File: src/rtl/sync_fifo_pkg.sv
// Shared constants and width helpers for the single-clock FIFO.
package fifo_pkg;

    localparam int DEF_FIFO_WIDTH = 8;
    localparam int DEF_FIFO_DEPTH = 16;

    function automatic int ptr_width(input int depth);
        return $clog2(depth);
    endfunction

    // One extra bit so the count can represent a completely full FIFO.
    function automatic int cnt_width(input int depth);
        return $clog2(depth) + 1;
    endfunction

endpackage

File: src/rtl/sync_fifo_if.sv
// Producer/consumer bus of the FIFO; the FIFO itself sits on the slave modport.
interface sync_fifo_if #(
    parameter int FIFO_WIDTH = fifo_pkg::DEF_FIFO_WIDTH
);
    logic                  write_en;
    logic                  read_en;
    logic [FIFO_WIDTH-1:0] data_in;
    logic [FIFO_WIDTH-1:0] data_out;
    logic                  empty;
    logic                  full;

    modport master (
        output write_en, read_en, data_in,
        input  data_out, empty, full
    );

    modport slave (
        input  write_en, read_en, data_in,
        output data_out, empty, full
    );
endinterface

File: src/rtl/sync_fifo_mem.sv
// Simple dual-port register array: synchronous write, registered read port.
// Read data appears the cycle after re_i and holds until the next read.
module fifo_mem #(
    parameter int WIDTH = 8,
    parameter int DEPTH = 16,
    parameter int AW    = 4
) (
    input  logic             clk,
    input  logic             rst,
    input  logic             we_i,
    input  logic [AW-1:0]    waddr_i,
    input  logic [WIDTH-1:0] wdata_i,
    input  logic             re_i,
    input  logic [AW-1:0]    raddr_i,
    output logic [WIDTH-1:0] rdata_o
);
    logic [WIDTH-1:0] mem_q [DEPTH];
    logic [WIDTH-1:0] rdata_q;

    // Storage is deliberately left out of reset.
    always_ff @(posedge clk) begin
        if (we_i) begin
            mem_q[waddr_i] <= wdata_i;
        end
    end

    always_ff @(posedge clk or posedge rst) begin
        if (rst) begin
            rdata_q <= '0;
        end else if (re_i) begin
            rdata_q <= mem_q[raddr_i];
        end
    end

    assign rdata_o = rdata_q;
endmodule

File: src/rtl/sync_fifo.sv
// Single-clock FIFO with registered read data; read data valid one cycle after acceptance.
// Writes while full are dropped unless a read is accepted in the same cycle; reads while empty are ignored.
module sync_fifo
    import fifo_pkg::*;
#(
    parameter int FIFO_WIDTH = DEF_FIFO_WIDTH,
    parameter int FIFO_DEPTH = DEF_FIFO_DEPTH
) (
    input  logic        clk,
    input  logic        rstN,
    sync_fifo_if.slave  bus
);
    localparam int PTR_W = ptr_width(FIFO_DEPTH);
    localparam int CNT_W = cnt_width(FIFO_DEPTH);

    logic [PTR_W-1:0] wr_ptr_q, wr_ptr_d;
    logic [PTR_W-1:0] rd_ptr_q, rd_ptr_d;
    logic [CNT_W-1:0] count_q, count_d;
    logic             wr_acc, rd_acc;
    logic             empty, full;
    logic             was_full_q;

    assign empty  = (count_q == '0);
    assign full   = (count_q == CNT_W'(FIFO_DEPTH));
    assign rd_acc = bus.read_en && !empty;
    // A read in the same cycle frees the slot, so a full FIFO can still take a write.
    assign wr_acc = bus.write_en && (!full || rd_acc);

    always_comb begin
        wr_ptr_d = wr_ptr_q;
        rd_ptr_d = rd_ptr_q;
        count_d  = count_q;
        if (wr_acc) begin
            wr_ptr_d = wr_ptr_q + PTR_W'(1);
        end
        if (rd_acc) begin
            rd_ptr_d = rd_ptr_q + PTR_W'(1);
        end
        if (wr_acc && !rd_acc) begin
            count_d = count_q + CNT_W'(1);
        end else if (rd_acc && !wr_acc) begin
            count_d = count_q - CNT_W'(1);
        end
    end

    always_ff @(posedge clk or posedge rstN) begin
        if (rstN) begin
            wr_ptr_q <= '0;
            rd_ptr_q <= '0;
            count_q  <= '0;
        end else begin
            wr_ptr_q <= wr_ptr_d;
            rd_ptr_q <= rd_ptr_d;
            count_q  <= count_d;
        end
    end

    fifo_mem #(
        .WIDTH (FIFO_WIDTH),
        .DEPTH (FIFO_DEPTH),
        .AW    (PTR_W)
    ) u_mem (
        .clk     (clk),
        .rst     (rstN),
        .we_i    (wr_acc),
        .waddr_i (wr_ptr_q),
        .wdata_i (bus.data_in),
        .re_i    (rd_acc),
        .raddr_i (rd_ptr_q),
        .rdata_o (bus.data_out)
    );

    assign bus.empty = empty;
    assign bus.full  = full;

    always_ff @(posedge clk or posedge rstN) begin
        if (rstN) begin
            was_full_q <= 1'b0;
        end else if (full) begin
            was_full_q <= 1'b1;
        end else if (empty) begin
            was_full_q <= 1'b0;
        end
    end

    a_no_wr_when_full: assert property (@(posedge clk) disable iff (rstN)
        !(wr_acc && full && !rd_acc));
    a_no_rd_when_empty: assert property (@(posedge clk) disable iff (rstN)
        !(rd_acc && empty));
    a_flags_exclusive: assert property (@(posedge clk) disable iff (rstN)
        !(empty && full));
    a_count_bound: assert property (@(posedge clk) disable iff (rstN)
        count_q <= CNT_W'(FIFO_DEPTH));

    c_full_reached: cover property (@(posedge clk) disable iff (rstN) full);
    c_empty_after_full: cover property (@(posedge clk) disable iff (rstN)
        was_full_q && empty);
    c_ptr_wrap: cover property (@(posedge clk) disable iff (rstN)
        wr_acc && (wr_ptr_q == '1));
    c_rw_when_full: cover property (@(posedge clk) disable iff (rstN)
        full && wr_acc && rd_acc);
    c_rw_when_empty: cover property (@(posedge clk) disable iff (rstN)
        empty && bus.write_en && bus.read_en);
endmodule

File: src/flat_wrapper.sv
// flat-port wrapper written by rule: the top's interface ports become plain ports
module sync_fifo_flat import fifo_pkg::*;
#(
    parameter int FIFO_WIDTH = DEF_FIFO_WIDTH,
    parameter int FIFO_DEPTH = DEF_FIFO_DEPTH
)
  (clk, rstN, bus_write_en, bus_read_en, bus_data_in, bus_data_out, bus_empty, bus_full);
  sync_fifo_if #(.FIFO_WIDTH(FIFO_WIDTH)) bus_i ();
  input  logic clk;
  input  logic rstN;
  input wire logic [$bits(bus_i.write_en)-1:0] bus_write_en;
  input wire logic [$bits(bus_i.read_en)-1:0] bus_read_en;
  input wire logic [$bits(bus_i.data_in)-1:0] bus_data_in;
  output wire logic [$bits(bus_i.data_out)-1:0] bus_data_out;
  output wire logic [$bits(bus_i.empty)-1:0] bus_empty;
  output wire logic [$bits(bus_i.full)-1:0] bus_full;
  assign bus_i.write_en = bus_write_en;
  assign bus_i.read_en = bus_read_en;
  assign bus_i.data_in = bus_data_in;
  assign bus_data_out = bus_i.data_out;
  assign bus_empty = bus_i.empty;
  assign bus_full = bus_i.full;
  sync_fifo #(.FIFO_WIDTH(FIFO_WIDTH), .FIFO_DEPTH(FIFO_DEPTH)) u_core (.clk(clk), .rstN(rstN), .bus(bus_i));
endmodule
File: config.mk
export PLATFORM = sky130hd
export DESIGN_NAME = sync_fifo_flat
export DESIGN_NICKNAME = d
export VERILOG_FILES = /design/src/rtl/sync_fifo_pkg.sv /design/src/rtl/sync_fifo_if.sv /design/src/rtl/sync_fifo_mem.sv /design/src/rtl/sync_fifo.sv /design/src/flat_wrapper.sv
export SDC_FILE = /design/constraint.sdc
export NUM_CORES = 1
export LEC_CHECK = 0
export ABC_CLOCK_PERIOD_IN_PS = 2700
export BUFFER_PORTS_ARGS = -buffer_cell sky130_fd_sc_hd__buf_2
export CAP_MARGIN = 5
export CELL_PAD_IN_SITES_DETAIL_PLACEMENT = 0
export CELL_PAD_IN_SITES_GLOBAL_PLACEMENT = 2
export CORE_MARGIN = 2
export CORE_UTILIZATION = 43
export CTS_CLUSTER_DIAMETER = 60
export DETAILED_ROUTE_END_ITERATION = 12
export PLACE_DENSITY = 0.81
export SKIP_LAST_GASP = 1
export SLEW_MARGIN = 30
export SYNTH_ARGS = -nofsm -noshare
export SYNTH_HDL_FRONTEND = slang
export SYNTH_SLANG_ARGS = --single-unit
File: constraint.sdc
create_clock -name clk -period 2.7 [get_ports clk]
set_input_delay 0.405 -clock clk [delete_from_list [all_inputs] [get_ports clk]]
set_output_delay 0.405 -clock clk [all_outputs]
set_load 0.05 [all_outputs]
[Word level (Yosys, flattened, before mapping)]
Memories as Yosys holds them, arrays and structs flattened. A register that Yosys moved wholly into a read port is not among the register bits.
Index checks and enable logic that the tools add are counted.
W data, S select, Z words.
Storage, ports and cells
  memory bits (writable): 128
  register bits: 13
  memories: 1
  bits of input ports: 12
  logic and storage cells: 24
  output and inout port bits: 10
Memories
  u_core.u_mem.mem_q: depth 16, bits a word 8, read ports 1, clocked after Yosys merged registers in 1, wr ports 1, line sync_fifo_mem.sv:17  | logic [WIDTH-1:0] mem_q [DEPTH];
Cells by class
  equal/unequal tests: 1
  $add $sub $neg: 4
  reductions and logical operators: 11
  multiplexer cells: 4
Operators by type and width (count)
  $mux W5: 2
  $add A4 B1 Y4 const B: 2
  $add A5 B1 Y5 const B: 1
  $eq A5 B5 Y1 const B: 1
  $logic_not A5 Y1: 1
  $sub A5 B1 Y5 const B: 1
  $logic_and A1 B1 Y1: 4
  $logic_not A1 Y1: 4
  $mux W1: 2
  $reduce_bool A2 Y1: 1
  $logic_or A1 B1 Y1: 1

[Logic depth before layout (Yosys ltp)]
  word-level depth: 9
  gate-level depth with buffers: 11
  gate-level depth less buffers: 10

[By module]
From an unflattened synthesis, not the netlist that was laid out.
Unflattened totals
  cell total of the unflattened synthesis: 313
  area, all modules: 6142.1 um^2
By module, submodules not included
  fifo_mem: cells an instance 241, area an instance 5335.1 um^2, seq. area each 4043.9 um^2, times used 1
  sync_fifo: cells an instance 72, area an instance 807.0 um^2, seq. area each 325.3 um^2, times used 1

[Worst setup path before layout]
Ideal clock, no wire load.
  path kind: flip-flop to flip-flop
  from: register u_core.count_q[0]
  to: register u_core.count_q[4]
  data arrival time: 2.738 ns
  slack: -0.118 ns
  required time: 2.620 ns
  clock period less this slack: 2.818 ns
  library setup time: 0.080 ns
  cell stages (with the launch flop): 12
  path buffers: 1
  cells stage by stage: dfrtp_1 > or4_4 > o21a_1 > buf_2 > inv_2 > ha_1 > inv_1 > fa_1 > a21o_1 > a21oi_1 > mux2i_1 > xnor2_1
Between the ends
  longest elaborated chain between the ends: 8
  elaborated cells on any way between the ends: 16
  classes of those cells: 2 x add/sub; 1 x eq/ne; 2 x mux; 11 x reduce/logical
Ends and longest elaborated chain
  start: declaration: line sync_fifo.sv:18  | logic [CNT_W-1:0] count_q, count_d;
  start signal: assignment: line sync_fifo.sv:54  | count_q <= count_d;
  branches (longest 8 deep; another with $sub A5 B1 Y5)
Parallel ways; which one is timed is not known. The select of a mux whose other input is x is not followed.
A chain may end at the register's enable or synchronous reset.

[Final worst setup path]
  from: register u_core.count_q[2]
  to: register u_core.count_q[4]
Same word-level chain as after synthesis.

==> impl_summary.md <==
Outcome
The flow ran to the end, and the final reports show no timing, DRC or antenna violations.

Drt
The initial detailed-routing violation count is 291. The per-cell via count in the routed design is 5.37. The detail route stage leaves a number of antenna-violating nets equal to 0. Before antenna repair, the detailed router went through 4 iterations. For this block, the via count after detailed routing is 2871. After detailed routing, the number of remaining DRC violations is 0. The routed wire length is 11.1 mm. The detail-routed net length per standard cell is 20.8 um.

Place
The routability congestion estimate is ~0.74. Counting tap cells, the placed design contains a total of 501 instances. The port buffer count is 21. The half-perimeter wire length after placement is about 7 mm.

Layout
The finished layout holds 535 standard cells, fillers aside. The antenna cell count is 0. The count of nets after finishing is 364. Compared with the post-synthesis result, the final layout area differs by 16.3%.

The filler cells instantiated in the layout total ~1100. The post-route netlist has 32.4% of its cells at a drive strength greater than 1.

Clocking
The clock latency at the later pin of the worst-skew pair is about 410 ps. Clock tree synthesis found a total of between 100 and 150 sinks. The CTS tree is built. The number of H-tree levels is 4. The cell at the root of the clock tree is sky130_fd_sc_hd__clkbuf_16. The longest clock path from root to sink contains 2 buffers.

Hold repair after CTS inserted 0 buffers. The clock buffer count from CTS is 17. The clock-pin slew on the worst setup and hold paths is ~60 ps.

Floorplanning
The starting utilization of the core area is 43.5%. The row count is 43. In this run the count of I/O pins placed on the die edge is 22. The die is 122 um wide. The core region is 13700 um2. The vertical die dimension is 122 um. The die area is about 15000 um2.

STA
The clock tree skew after final layout is 9.07 ps. Headroom to the max-slew limit came out at 45.2%. At the pin with the least slew margin, the transition time is 817 ps. The upper clock frequency limit is 389 MHz. After routing, the total negative slack on setup checks comes to 0 ps. The total count of hold-check failures in the final report came to 0. The final number of setup-violating endpoints is 0. The part of the cycle the worst path needs is a little over nine tenths. The number of slew-limit violations in the final report is 0. Setup repair after global routing left no endpoint under its margin.

The clock period could shrink to 2570 ps.

Critical path
STA classifies the critical path endpoint as a flip-flop. The critical path required time is 2990 ps. The largest fanout on the critical path is 5. Measured in cells, the most critical reg-to-reg path has a length of 10. The worst setup path is launched from a flip-flop.

The critical path is of the reg2reg type. In this run the critical register-to-register path is launched from u_core.count_q[2]$_DFFE_PP0P_. The capture point of the worst reg-to-reg path is u_core.count_q[4]$_DFFE_PP0P_. Data arrives at the worst endpoint at 2860 ps.

In this run the register-to-register setup slack is around 130 ps.

Synth
Sequential elements use between 70% and 80% of the synthesized area. In the synthesized netlist, the cells that appear most often are sky130_fd_sc_hd__edfxtp_1 (128), sky130_fd_sc_hd__mux4_2 (32), sky130_fd_sc_hd__dfrtp_1 (21). The netlist uses 34 different library cells. Counting flops with a built-in enable in the synthesized netlist gives 128. After synthesis, the cell types taking the most area are sky130_fd_sc_hd__edfxtp_1 (64%), sky130_fd_sc_hd__mux4_2 (12%), sky130_fd_sc_hd__dfrtp_1 (8.8%). After synthesis, the share of flip-flops with an asynchronous set or reset is 14.1%.

The main flop type after synthesis is sky130_fd_sc_hd__edfxtp_1. The register bit count reported by yosys is 149. Yosys instantiated no cell more often than sky130_fd_sc_hd__edfxtp_1.

Synthesis produced a netlist with a net count of 325. The synthesized area divided by synthesized cell count is 19.7 um2. The portion of synthesized cell area occupied by the leading cell type is 64.5%. The total standard cell area after synthesis is about 6000 um2.

Counting every instance in the synthesized netlist gives 303. The synthesized design spends more area on one cell type than any other, namely sky130_fd_sc_hd__edfxtp_1. The number of synthesis warnings is 0.

Pwr
The switching share of power is 30.1%. Summed over all nets, the switching power comes to between 0.002 and 0.0025 W. Dividing total power by cell area gives a power density of 1100 nW/um2.

Sequential cells account for roughly 41% of the total power. The internal portion of the total power is between 0.005 and 0.006 W. The leakage power total is 2.34 nW. The maximum vdd ir drop is 489 uV.

The clock network power share is between 20 and 30%. The combinational group share of total power is between 20% and 30%.

Global routing
The number of antenna violations at the first check in global routing came to 0. The largest net degree at the start of global routing is 36. The first global-routing pass estimated 17.5 mm of wire. In the global route stage, overall resource usage came out at approximately 17%. After global routing the overflow that remains totals 0. The number of global-route vias before repair is 2983.

Job
The number of max-cap violations is 0.

Hold path
The class of the most critical hold timing path is in2async.
==> worst max path at each step <==
| stage | from | endpoint | slack (ps) | cells after the start |
|---|---|---|---|---|
| final | u_core.count_q[2]$_DFFE_PP0P_ | u_core.count_q[4]$_DFFE_PP0P_ | 130 | 10 |
| after global routing | u_core.count_q[2]$_DFFE_PP0P_ | u_core.count_q[4]$_DFFE_PP0P_ | 8 | 10 |
| after CTS | u_core.count_q[3]$_DFFE_PP0P_ | u_core.count_q[4]$_DFFE_PP0P_ | 60 | 10 |
| after detailed placement | u_core.count_q[3]$_DFFE_PP0P_ | u_core.count_q[4]$_DFFE_PP0P_ | 90 | 10 |
| after global placement | u_core.count_q[3]$_DFFE_PP0P_ | u_core.count_q[4]$_DFFE_PP0P_ | 100 | 10 |
| after floorplan | u_core.count_q[1]$_DFFE_PP0P_ | u_core.count_q[4]$_DFFE_PP0P_ | 2 | 11 |
==> kinds of logic after synthesis <==
kind of cell	count (synthesis)	synth area share (%)
flip-flops	149	73.3
multiplexers	42	14.0
AND/OR/NAND/NOR	39	3.73
AO/OA/AOI/OAI	33	3.67
buffers and inverters	20	1.68
XOR/XNOR	10	1.47
adder cells (fa/ha/maj)	10	2.22
==> worst max-delay path: stages, from the launching register on <==
cell                      delay, ps
sky130_fd_sc_hd__dfrtp_1        420
sky130_fd_sc_hd__or4_4          550
sky130_fd_sc_hd__o21a_1         230
sky130_fd_sc_hd__inv_2           80
sky130_fd_sc_hd__ha_4           150
sky130_fd_sc_hd__inv_4           50
sky130_fd_sc_hd__fa_2           360
sky130_fd_sc_hd__a21o_1         170
sky130_fd_sc_hd__a21oi_2        140
sky130_fd_sc_hd__mux2i_1        220
sky130_fd_sc_hd__xnor2_1         90
==> layout make-up <==
class                      count  area, um2  share of cell area, %
clock inverter                14        141                   2.04
timing repair buffer          33        208                   3.00
multi-input combinational    134       1530                   22.1
inverter                       7       28.8                  0.415
clock buffer                  18        429                   6.19
tap                          180        225                   3.25
sequential                   149       4370                   63.1
==> per-layer routing <==
| metal | GRT usage [%] | share of wire (%) | vias up |
|---|---|---|---|
| li1 | - | - | 1296 |
| met1 | 23.0 | 45 | 1498 |
| met2 | 25.8 | 49 | 73 |
| met3 | 5.34 | 5.3 | 4 |
| met4 | 5.17 | 0.56 | 0 |
| met5 | 0 | 0 | - |
==> cells in the final DEF, fill, tap and decap left out, types with 5 or more instances in the layout <==
cell type and count:
sky130_fd_sc_hd__edfxtp_1 128, sky130_fd_sc_hd__mux4_2 32, sky130_fd_sc_hd__buf_2 21, sky130_fd_sc_hd__dfrtp_1 19
sky130_fd_sc_hd__clkbuf_16 17, sky130_fd_sc_hd__and2_1 16, sky130_fd_sc_hd__o22ai_1 15, sky130_fd_sc_hd__buf_4 11
sky130_fd_sc_hd__xnor2_1 9, sky130_fd_sc_hd__mux2_2 9, sky130_fd_sc_hd__nand2_1 8, sky130_fd_sc_hd__a21oi_1 7
sky130_fd_sc_hd__ha_1 7, sky130_fd_sc_hd__clkinv_1 6, sky130_fd_sc_hd__nor2_1 5, sky130_fd_sc_hd__clkinv_2 5
==> state kept, by name, summed over array words and instances (netlist names) <==
name / flops
u_core.wr_ptr_q: 4
u_core.u_mem.rdata_o: 8
u_core.u_mem.mem_q: 128
u_core.count_q: 5
u_core.rd_ptr_q: 4
==> power by group through the flow <==
stage / Clock, W / Combinational (W) / Sequential [W]
final: 0.00226 / 0.00224 / 0.00312
after global routing: 0.00242 / 0.00246 / 0.00317
after CTS: 0.00230 / 0.00226 / 0.00313
after detailed placement: 0 / 0.00224 / 0.00317
after global placement: 0 / 0.00222 / 0.00315
after floorplan: 0 / 0.00152 / 0.00326
==> per-stage QoR <==
stage | util, % | instance area (um2) | setup slack [ps] | hold WS, ps | power (W)
2_1_floorplan | - | 5970 | 2.06 | 382 | 0.00478
3_3_place_gp | 46.0 | 6310 | 105 | 509 | 0.00537
3_5_place_dp | 46.0 | 6310 | 92.1 | 518 | 0.00541
4_1_cts | 50.2 | 6890 | 62.2 | 193 | 0.00769
5_1_grt | 50.5 | 6930 | 8.36 | 82.7 | 0.00805
6_report | 50.5 | 6930 | 130 | 45.5 | 0.00763
==> timing repair <==
action                                  4_1_cts  5_1_grt
resized for setup                             0        5
hold endpoints to repair                      0        0
endpoints found under the setup margin        0        2
setup buffers                                 0        2
Note: power is estimated with default switching activity, not from simulation.
